--- config.mk ---
export PLATFORM = sky130hd
export DESIGN_NAME = master_arbiter
export DESIGN_NICKNAME = d
export VERILOG_FILES = /design/src/rtl/master_arbiter.sv
export SDC_FILE = /design/constraint.sdc
export NUM_CORES = 1
export LEC_CHECK = 0
export BUFFER_PORTS_ARGS = -buffer_cell sky130_fd_sc_hd__buf_2
export CAP_MARGIN = 20
export CORE_AREA = 2 2 117 119
export DETAILED_ROUTE_END_ITERATION = 12
export DIE_AREA = 0 0 119 121
export GPL_TIMING_DRIVEN = 0
export PLACE_DENSITY = 0.53
export SYNTH_ARGS = -nofsm -noshare
export SYNTH_HDL_FRONTEND = slang
export SYNTH_SLANG_ARGS = --single-unit
--- constraint.sdc ---
create_clock -name clk -period 1.45 [get_ports clk]
set_input_delay 0.2175 -clock clk [delete_from_list [all_inputs] [get_ports clk]]
set_output_delay 0.2175 -clock clk [all_outputs]
set_load 0.01 [all_outputs]
--- src/rtl/master_arbiter.sv ---
// Two-master, one-slave round-robin arbiter. The granted master's request
// bus is forwarded combinationally to the slave, and the slave's response goes back to that master.
module master_arbiter #(
    parameter int unsigned N = 32
) (
    input  logic         clk,
    input  logic         rst,

    input  logic         master_1_req,
    input  logic [N-1:0] master_1_addr,
    input  logic         master_1_cmd,
    input  logic [N-1:0] master_1_wdata,
    output logic         master_1_ack,
    output logic [N-1:0] master_1_rdata,

    input  logic         master_2_req,
    input  logic [N-1:0] master_2_addr,
    input  logic         master_2_cmd,
    input  logic [N-1:0] master_2_wdata,
    output logic         master_2_ack,
    output logic [N-1:0] master_2_rdata,

    output logic         slave_req,
    output logic [N-1:0] slave_addr,
    output logic         slave_cmd,
    output logic [N-1:0] slave_wdata,
    input  logic         slave_ack,
    input  logic [N-1:0] slave_rdata
);

    typedef enum logic [1:0] {
        IDLE    = 2'd0,
        GRANT_1 = 2'd1,
        GRANT_2 = 2'd2
    } state_t;

    state_t     state;
    logic [1:0] last_grant;

    // Grant sequencing; last_grant only moves on a completed transfer.
    always_ff @(posedge clk or negedge rst) begin
        if (!rst) begin
            state      <= IDLE;
            last_grant <= 2'd2;
        end else begin
            case (state)
                IDLE: begin
                    if (master_1_req && master_2_req) begin
                        state <= (last_grant == 2'd1) ? GRANT_2 : GRANT_1;
                    end else if (master_1_req) begin
                        state <= GRANT_1;
                    end else if (master_2_req) begin
                        state <= GRANT_2;
                    end
                end
                GRANT_1: begin
                    if (!master_1_req) begin
                        state <= IDLE;
                    end else if (slave_ack) begin
                        last_grant <= 2'd1;
                        state      <= master_2_req ? GRANT_2 : IDLE;
                    end
                end
                GRANT_2: begin
                    if (!master_2_req) begin
                        state <= IDLE;
                    end else if (slave_ack) begin
                        last_grant <= 2'd2;
                        state      <= master_1_req ? GRANT_1 : IDLE;
                    end
                end
                default: state <= IDLE;
            endcase
        end
    end

    // Bus steering. An ack only counts while the granted master is still requesting,
    // because a transfer completes only with slave_req high.
    always_comb begin
        slave_req      = 1'b0;
        slave_addr     = '0;
        slave_cmd      = 1'b0;
        slave_wdata    = '0;
        master_1_ack   = 1'b0;
        master_1_rdata = '0;
        master_2_ack   = 1'b0;
        master_2_rdata = '0;
        case (state)
            GRANT_1: begin
                slave_req      = master_1_req;
                slave_addr     = master_1_addr;
                slave_cmd      = master_1_cmd;
                slave_wdata    = master_1_wdata;
                master_1_ack   = slave_ack & master_1_req;
                master_1_rdata = slave_rdata;
            end
            GRANT_2: begin
                slave_req      = master_2_req;
                slave_addr     = master_2_addr;
                slave_cmd      = master_2_cmd;
                slave_wdata    = master_2_wdata;
                master_2_ack   = slave_ack & master_2_req;
                master_2_rdata = slave_rdata;
            end
            default: ;
        endcase
    end

endmodule

* After elaboration in Yosys (flattened, before gate mapping)
Index checks and enable logic that the tools add are counted.
Word-level totals: output and inout port bits 132, word-level logic and storage cells 43, register bits after elaboration 4, input port bits 167
Operators by class: equality and inequality tests 10, muxes and demuxes 24, bitwise operators 2, reductions and logical operators 5
Operators with widths (number):
- case mux 32 bit (2 select lines) | 2
- two-way mux 32 bit | 2
- two-way mux 2 bit | 13
- inequality test 2 bit (second input constant) | 4
- inequality test 3 bit (second input constant) | 2
- case mux 2 bit (3 select lines) | 1
- AND reduction 5 bit | 1
- equality test 2 x 1 -> 1 bit (second input constant) | 2
- inequality test 4 bit (second input constant) | 1
- case mux 1 bit (2 select lines) | 2
- case mux 2 bit (2 select lines) | 1
- two-way mux 1 bit | 3
- AND reduction 3 bit | 1
- AND 1 bit | 2
- equality test 2 bit (second input constant) | 1
- logical NOT 2 bit | 1
- nonzero test 2 bit | 1
- logical AND 1 bit | 1

* Logic depth before layout (Yosys ltp)
word-level depth 4, gate-level depth with buffers 6, gate-level depth less buffers 5

* Worst setup path after synthesis
No wires, ideal clock.
kind register to output, from register state[0], to output port slave_addr[0], stages on the path, launching flop included 6, arrival time 1.358 ns, buffers on the path 2, setup slack -0.125 ns, path through dfrtp_1 > inv_1 > ha_1 > clkbuf_2 > clkbuf_1 > nor2b_1
On the way: word-level cells in the longest chain between the ends 2
Ends and longest elaborated chain:
- from (decl) | RTL line 37 | state_t state;
- from (signal assigned) | RTL line 49 | state <= (last_grant == 2'd1) ? GRANT_2 : GRANT_1;
- from (signal assigned) | RTL line 61 | state <= master_2_req ? GRANT_2 : IDLE;
- from (signal assigned) | RTL line 69 | state <= master_1_req ? GRANT_1 : IDLE;
- equality test 2 bit or equality test 2 x 1 -> 1 bit (tied branches) | RTL line 88 | case (state)
- case mux 32 bit (2 select lines) (*) | RTL line 88
- to (decl) | RTL line 24 | output logic [N-1:0] slave_addr,
Mark *: on every way between the ends. The rest lies on a longest branch, timed or not.

* Worst setup path in the final report
from register state[0], to output port master_1_rdata[14]
On the way: word-level cells in the longest chain between the ends 2
Ends and longest elaborated chain:
- equality test 2 x 1 -> 1 bit | RTL line 88
- two-way mux 32 bit | RTL line 88
- to (decl) | RTL line 14 | output logic [N-1:0] master_1_rdata,
No other way between the ends.

==> results.sh <==
export IMPL_status="finished, violations left"
export IMPL_violations="setup timing"
export IMPL_die_height_um=121
export IMPL_drive_above_1_share_pct=80.5
export IMPL_skew_ns=0.000188
export IMPL_drt_first_iter_violations=106
export IMPL_grt_pass1_vias=3192
export IMPL_place_congestion=0.857
export IMPL_critPathArrivalTime_ns=1.63
export IMPL_rsz0062_at_grt="true"
export IMPL_synth_main_ff_cell="dfrtp_1"
export IMPL_fp_row_count=42
export IMPL_setup_violations=135
export IMPL_routed_wl_um=11400
export IMPL_synth_edff_count=0
export IMPL_crit_path_start_kind="flop"
export IMPL_io_buffers=296
export IMPL_grt_total_usage_pct=14.3
export IMPL_hold_viol_final=0
export IMPL_vias=3179
export IMPL_max_slew_worst_pin_slew_ns=0.211
export IMPL_drt_first_pass_iters=4
export IMPL_async_flop_share_pct=100
export IMPL_hold_class="in2async"
export IMPL_cts_tree="built"
export IMPL_leakagePower_nw=2.43
export IMPL_syn_area_um2=1860
export IMPL_busiest_layer="met2"
export IMPL_antenna_found_initial=0
export IMPL_final_setup_tns_ns=-46.36
export IMPL_core_um2=13100
export IMPL_synth_cell_types=30
export IMPL_htree_levels=1
export IMPL_ys_warn_count=0
export IMPL_fin_crit_sh_pct=128
export IMPL_critPathMaxFanout=7
export IMPL_slew_headroom_pct=85.9
export IMPL_drc=0
export IMPL_clock_path_buffers=2
export IMPL_nets=754
export IMPL_grt_max_degree=11
export IMPL_vdd_drop_max_mv=0.590
export IMPL_slowest_stage="dfrtp_1"
export IMPL_n_antenna_cell=0
export IMPL_ys_ff_latch=4
export IMPL_crit_chain="buf_6 -> ha_4 -> buf_12 -> buf_12 -> clkbuf_8 -> and2_1 -> buf_2"
export IMPL_die_w_um=119
export IMPL_worst_slack_ns=-0.400
export IMPL_dieArea_um2=14400
export IMPL_r2r_start="state[0]"
export IMPL_post_synth_cell_area_avg_um2=7.09
export IMPL_required_ns=1.23
export IMPL_maxCapViolations=0
export IMPL_met2_usage_pct=27.6
export IMPL_slew_viol_final=0
export IMPL_worstSetupEndpointType="output port"
export IMPL_place_detailed_hpwl_um=8940
export IMPL_critPathMaxStageDelay_ns=0.40
export IMPL_area_delta_synth_final_pct=160
export IMPL_critPathLaunch="state[0]"
export IMPL_clk_pin_slew_ns=0.03
export IMPL_worstSetupPathType="reg2out"
export IMPL_clock_sinks=4
export IMPL_hold_slack_ns=0.324
export IMPL_start_util_pct=14.2
export IMPL_power_density_nw_per_um2=1770
export IMPL_wl_per_cell_um=15.1
export IMPL_syn_nets=435
export IMPL_crit_family="buffers and inverters"
export IMPL_grt_use_met1_pct=16.9
export IMPL_ys_seq_area_share_pct=5.46
export IMPL_cp_num_buf_inv=5
export IMPL_cts_inserted_buffers=3
export IMPL_io_pins=299
export IMPL_cts_root_buf="clkbuf_16"
export IMPL_synthCells=262
export IMPL_grt_pass1_wl_um=16800
export IMPL_clock_latency_ns=0.22
export IMPL_grt_ovfl_total=0
export IMPL_use_met3_pct=2.02
export IMPL_fmax_mhz=541
export IMPL_ant_nets=0
export IMPL_path_common_cell="buf_12"
export IMPL_fin_crit_ns=1.85
export IMPL_viasPerCell=4.21
[metrics by stage]
step	area (um2)	utilization, %	worst slack, ns	cells	power (mW)
floorplan	2150	-	-0.0285	262	4.07
CTS	4700	35.9	-0.398	754	8.34
finish	4830	36.9	-0.400	756	8.54
global placement	3850	29.5	-0.467	734	5.94
global route	4830	36.9	-0.477	756	9.09
detailed placement	3850	29.5	-0.491	734	6.03
[flip-flops by register name, summed over array words and instances, names as in the netlist]
name,count
state,2
last_grant,2
[cell type report]
cell class	count	area, um2
well taps	176	220
clock buffers	4	78.8
repair buffers	314	1860
flip-flops and latches	4	103
fillers	1318	8260
inverters	4	17.5
multi-input cells	223	2110
plain buffers	31	437
[worst paths after layout]
kind                                            to  slack (ns)  depth (start not counted)
worst max-delay path            master_1_rdata[14]       -0.40                          7
worst min-delay path                      state[0]        0.32                          2
worst max register to register            state[1]       -0.19                          6
worst min register to register       last_grant[0]        0.55                          2
max in group asynchronous            last_grant[1]        0.92                          2
min in group clk                     last_grant[0]        0.37                          3
[layout by cell type, fill, tap and decap left out, drive strengths merged]
cell type,count
a41oi,1
dfrtp,3
nand3b,1
o2bb2ai,1
nand3,1
mux2i,2
inv,4
dlygate4sd3,1
and4b,1
mux2,1
nor2,1
a22o,1
o2111ai,1
nand2b,3
buf,329
a31oi,1
a22oi,67
nand4b,1
dfstp,1
nand4,1
and3,3
and2,64
ha,6
clkbuf,19
nor2b,66
[cells in the mapped netlist, drive strengths merged (2+ instances only)]
| cell | count | area [um2] |
|---|---|---|
| nor2b | 66 | 413 |
| ha | 6 | 75.1 |
| and2 | 64 | 400 |
| buf | 16 | 105 |
| and3 | 3 | 20.0 |
| inv | 4 | 15.0 |
| clkbuf | 15 | 60.1 |
| mux2i | 2 | 20.0 |
| nand2b | 3 | 26.3 |
| a22oi | 67 | 517 |
| dfrtp | 3 | 75.1 |
[what timing repair did]
item,in CTS,in global routing
buffers inserted,8,1
endpoints found under the setup margin,136,136
cloned,7,1
hold buffers,1,0
hold endpoints to repair,4,0
gates resized for setup,135,22
pin swaps,17,4
[power breakdown]
group	switching (mW)	internal (mW)
clock	0.0817	0.363
combinational	3.48	4.38
sequential	0.0609	0.174
total	3.62	4.92
[cells by family after synthesis]
| family | count (synthesis) | share of synthesized area (%) |
|---|---|---|
| and+or+nand+nor | 142 | 48.5 |
| AOI/OAI and AO/OA | 72 | 30.4 |
| buffers and inverters | 35 | 9.70 |
| adders and majority gates | 6 | 4.04 |
| DFF | 4 | 5.46 |
| muxes | 3 | 1.89 |
[metal layers]
layer	routed length, um	part of all wire, %
met2	6100	53
met4	155	1.4
met3	640	5.6
met1	4510	40
met5	0	0
(Power assumes the default switching activity.)
